### src/rtl/nn_layer_sequencer.sv
// ============================================================================
// Module   : nn_layer_sequencer
// Brief    : Runs a multi-layer FC network through one shared linear engine,
//            keeping the activation vector in a local buffer.
// Revision : 1.0 - initial release
// ============================================================================
`default_nettype none

module nn_layer_sequencer #(
    parameter int FEATURES   = 11,
    parameter int NUM_LAYERS = 3,
    parameter int TIMEOUT    = 255,
    parameter int RELU_LAST  = 0,
    parameter int DATA_W     = 16
) (
    input  logic                                                clk,
    input  logic                                                rst,
    input  logic                                                start_i,
    input  logic [FEATURES-1:0][DATA_W-1:0]                     in_vec_i,
    output logic                                                ready_o,
    output logic [(NUM_LAYERS > 1 ? $clog2(NUM_LAYERS) : 1)-1:0] layer_sel_o,
    output logic [FEATURES-1:0][DATA_W-1:0]                     eng_data_o,
    output logic                                                eng_go_o,
    input  logic [FEATURES-1:0][DATA_W-1:0]                     eng_data_i,
    input  logic                                                eng_valid_i,
    output logic [FEATURES-1:0][DATA_W-1:0]                     out_vec_o,
    output logic                                                out_valid_o,
    input  logic                                                out_ready_i,
    output logic                                                err_o
);

    localparam int c_layer_w = (NUM_LAYERS > 1) ? $clog2(NUM_LAYERS) : 1;
    localparam int c_cnt_w   = (TIMEOUT > 1) ? $clog2(TIMEOUT) : 1;
    localparam logic [c_layer_w-1:0] c_last_layer = c_layer_w'(NUM_LAYERS - 1);
    localparam logic [c_cnt_w-1:0]   c_cnt_max    = c_cnt_w'(TIMEOUT - 1);

    typedef enum logic [2:0] {
        S_IDLE   = 3'd0,
        S_ISSUE  = 3'd1,
        S_WAIT   = 3'd2,
        S_OUTPUT = 3'd3,
        S_ERROR  = 3'd4
    } state_t;

    state_t                           r_state;
    logic [c_layer_w-1:0]             r_layer;
    logic [c_cnt_w-1:0]               r_wait_cnt;
    logic [FEATURES-1:0][DATA_W-1:0]  r_buf;
    logic                             r_err;

    logic                             w_last;
    logic                             w_relu;
    logic [FEATURES-1:0][DATA_W-1:0]  w_act;

    assign w_last = (r_layer == c_last_layer);
    assign w_relu = !w_last || (RELU_LAST != 0);

    // Negative values (MSB set) clamp to zero only on layers that use ReLU.
    always_comb begin
        w_act = eng_data_i;
        for (int k = 0; k < FEATURES; k++) begin
            if (w_relu && eng_data_i[k][DATA_W-1]) begin
                w_act[k] = '0;
            end
        end
    end

    always_ff @(posedge clk) begin
        if (rst) begin
            r_state    <= S_IDLE;
            r_layer    <= '0;
            r_wait_cnt <= '0;
            r_buf      <= '0;
            r_err      <= 1'b0;
        end else begin
            case (r_state)
                S_IDLE: begin
                    if (start_i) begin
                        r_buf   <= in_vec_i;
                        r_layer <= '0;
                        r_err   <= 1'b0;
                        r_state <= S_ISSUE;
                    end
                end
                S_ISSUE: begin
                    r_wait_cnt <= '0;
                    r_state    <= S_WAIT;
                end
                S_WAIT: begin
                    r_wait_cnt <= r_wait_cnt + 1'b1;
                    // A result arriving in the expiry cycle still wins.
                    if (eng_valid_i) begin
                        r_buf <= w_act;
                        if (w_last) begin
                            r_state <= S_OUTPUT;
                        end else begin
                            r_layer <= r_layer + 1'b1;
                            r_state <= S_ISSUE;
                        end
                    end else if (r_wait_cnt == c_cnt_max) begin
                        r_state <= S_ERROR;
                    end
                end
                S_OUTPUT: begin
                    if (out_ready_i) begin
                        r_state <= S_IDLE;
                    end
                end
                S_ERROR: begin
                    r_err   <= 1'b1;
                    r_state <= S_IDLE;
                end
                default: begin
                    r_state <= S_IDLE;
                end
            endcase
        end
    end

    assign ready_o     = (r_state == S_IDLE);
    assign eng_go_o    = (r_state == S_ISSUE);
    assign out_valid_o = (r_state == S_OUTPUT);
    assign err_o       = r_err;
    assign layer_sel_o = r_layer;
    assign eng_data_o  = r_buf;
    assign out_vec_o   = r_buf;

endmodule

`default_nettype wire

### config.mk
export PLATFORM = sky130hd
export DESIGN_NAME = nn_layer_sequencer
export DESIGN_NICKNAME = d
export VERILOG_FILES = /design/src/rtl/nn_layer_sequencer.sv
export SDC_FILE = /design/constraint.sdc
export NUM_CORES = 1
export LEC_CHECK = 0
export CAP_MARGIN = 20
export CORE_AREA = 2 2 282 284
export DETAILED_ROUTE_END_ITERATION = 10
export DIE_AREA = 0 0 284 286
export DONT_BUFFER_PORTS = 1
export SLEW_MARGIN = 20
export SYNTH_ARGS = -nofsm -noshare
export SYNTH_HDL_FRONTEND = slang
export SYNTH_SLANG_ARGS = --single-unit
### constraint.sdc
create_clock -name clk -period 1.7 [get_ports clk]
set_clock_uncertainty 0.15 [all_clocks]
set_input_delay 0.255 -clock clk [delete_from_list [all_inputs] [get_ports clk]]
set_output_delay 0.255 -clock clk [all_outputs]
set_load 0.01 [all_outputs]
==> qor.yml <==
cp.required_ns: 1.91
endpoint_kind: "flop"
ys_ff_latch: 190
crit_path_max_fanout: 7
final_nets: 1836
wirelength_um: 70760
grt_pass1_wl_um: 81320
synth.yosys.warnings: 0
syn_nets: 1655
cts_max_level: 4
remaining_drc_errors: 0
antenna_left: 0
final_cell_mix: "220 x dlygate4sd3_1, 186 x dfxtp_1, 133 x nand2_1, 89 x buf_4, 86 x a21oi_1"
synth_edf_count: 0
clock_latency_ns: 0.50
clk_pin_slew_worst_paths_ns: 0.09
ir_worst_vdd_mv: 0.7274
grt_max_degree: 194
rows: 103
wl_per_cell_um: 27.84
cts_buffers: 17
num_vias: 12120
layout-drive-gt1-share_pct: 44.26
final_area_mm2: 0.01879
die_h_um: 286
clockBufferDepth: 2
slew_headroom_pct: 1.966
grt_setup_unrepaired: "yes"
setup_ws_ns: -0.4012
hpwl_um: 38140
final-max-slew-violation-count: 0
place_ws_ns: -0.4004
wl_met1_um: 26780
place_area_mm2: 0.01116
status: "finished, violations left"
avgSynthCellArea_um2: 7.925
power.total_mw: 16.37
hold_path_class: "in -> reg"
place_congestion: 0.8632
io_pins: 715
async_flop_share_pct: 0
synth_area_mm2: 0.01026
coreArea_mm2: 0.07836
dr_wl_met2_um: 32570
powerDensity_mw_per_mm2: 871.3
grt_pass1_vias: 10870
period_needed_ns: 2.101
leakage_nw: 6.491
dr.max_layer_used: "met5"
cts_root_buf: "clkbuf_16"
dp_cells: 2170
crit_type: "reg -> reg"
grt_usage_pct: 14.00
synthesis.instances: 1295
violations: "hold timing, setup timing"
path_cells: "buf_4 -> nor3b_4 -> buf_12 -> buf_12 -> buf_12 -> clkbuf_16 -> nand3_1 -> a311oi_1"
antenna_found_initial: 6
die_w_um: 284
synth_cell_types: 38
overflow: 0
setup_violations: 185
start_kind: "flop"
hold_viol_final: 86
timing.final.crit_share_pct: 123.6
firstDrtPassIters: 6
timing.hold.ws_ns: -0.3411
critical_path_buf_inv_count: 5
cp_common_cell: "buf_12"
cts_sinks: 190
seq_area_frac_synth_pct: 37.06
max_slew.worst_pin.slew_ns: 1.471
dieArea_mm2: 0.08122
fmaxAchievable_mhz: 475.9
io_buffers: 0
cts_tree: "yes"
layout.cells.non_filler: 2542
cp_top_family: "buffers and inverters"
wl_met3_um: 6870
critPathSlowestCell: "dfxtp_4"
synthFlopType: "dfxtp_1"
max_stage_delay_ns: 0.37
drt_iter0_drc: 942
start_util_pct: 13.10
syn2layout_area_growth_pct: 83.13
cp_data_arrival_time_ns: 2.31
layout_commonest_cell: "dlygate4sd3_1"
drv_cap: 0
drt-vias-per-instance: 4.769
## Yosys cell counts, types with 2 or more instances
| library cell | number | area (µm²) |
|---|---|---|
| a221oi_1 | 11 | 96.34 |
| mux2_2 | 2 | 22.52 |
| nor2_1 | 7 | 26.28 |
| clkbuf_1 | 101 | 379.1 |
| or3_1 | 2 | 12.51 |
| buf_2 | 21 | 105.1 |
| or3b_2 | 12 | 105.1 |
| or4_1 | 2 | 15.01 |
| inv_1 | 16 | 60.06 |
| buf_4 | 177 | 1329 |
| a211oi_1 | 12 | 90.09 |
| nand4_1 | 2 | 12.51 |
| nor3b_1 | 2 | 15.01 |
| o311ai_0 | 2 | 17.52 |
| a21oi_1 | 173 | 865.8 |
| a311oi_1 | 167 | 1463 |
| o211ai_1 | 2 | 15.01 |
| nand2_1 | 176 | 660.6 |
| ha_1 | 3 | 37.54 |
| nor4_1 | 2 | 12.51 |
| nor3_1 | 2 | 10.01 |
| nand2b_1 | 15 | 93.84 |
| dfxtp_1 | 190 | 3804 |
| or2_2 | 2 | 12.51 |
| buf_1 | 13 | 48.80 |
| nand3_1 | 169 | 845.8 |
## area by class of cell
class	count	area (µm²)
clock buffers	18	439.2
fillers	8135	59560
inverters	16	62.56
clock inverters	14	171.4
diodes	3	7.507
well taps	1050	1314
multi-input cells	777	6832
flip-flops and latches	190	3816
repair buffers	474	6151
## sequential cells by signal, summed over array words and instances (netlist names)
name	flops
eng_data_o	176
err_o	1
r_state	3
layer_sel_o	2
r_wait_cnt	8
## kinds of logic after synthesis
family                     after synthesis  synth area share, %
buffers and inverters                  329                18.84
AOI/OAI and AO/OA                      373                25.31
muxes                                    3               0.3170
and+or+nand+nor                        397                18.11
adders and majority gates                3               0.3658
DFF                                    190                37.06
## path summary, 6_finish.rpt
check	start	endpoint	slack, ns	cells past startpoint
max	r_state[0]$_SDFFE_PP0P_	eng_data_o[110]$_SDFFE_PP0P_	-0.40	8
max reg2reg	r_state[0]$_SDFFE_PP0P_	eng_data_o[110]$_SDFFE_PP0P_	-0.40	8
min reg2reg	eng_data_o[95]$_SDFFE_PP0P_	eng_data_o[95]$_SDFFE_PP0P_	0.32	2
min	rst	eng_data_o[33]$_SDFFE_PP0P_	-0.34	1
## power breakdown
part	internal (mW)	switching, mW
logic	2.87	2.94
registers	4.96	1.12
clock network	2.15	2.34
## per-layer routing
metal  vias up  global-route usage [%]
li1       4983                       -
met1      5869                   15.98
met2       992                   23.33
met3       276                   4.657
met4         4                   7.184
met5         -                       0
## timing repair
action	4_1_cts	5_1_grt
pin swaps	23	208
hold endpoints to repair	190	189
endpoints found under the setup margin	185	190
gates cloned	26	30
buffers inserted	41	35
resized for setup	118	483
hold buffers	119	101
## stage by stage
step                      util, %  setup TNS [ns]
after global routing        23.98          -46.57
after global placement      14.24          -23.02
after detailed placement    14.24          -23.58
final                       23.98          -41.04
after floorplan                 -         -0.1434
after CTS                   18.73          -40.18
(Power assumes the default switching activity.)
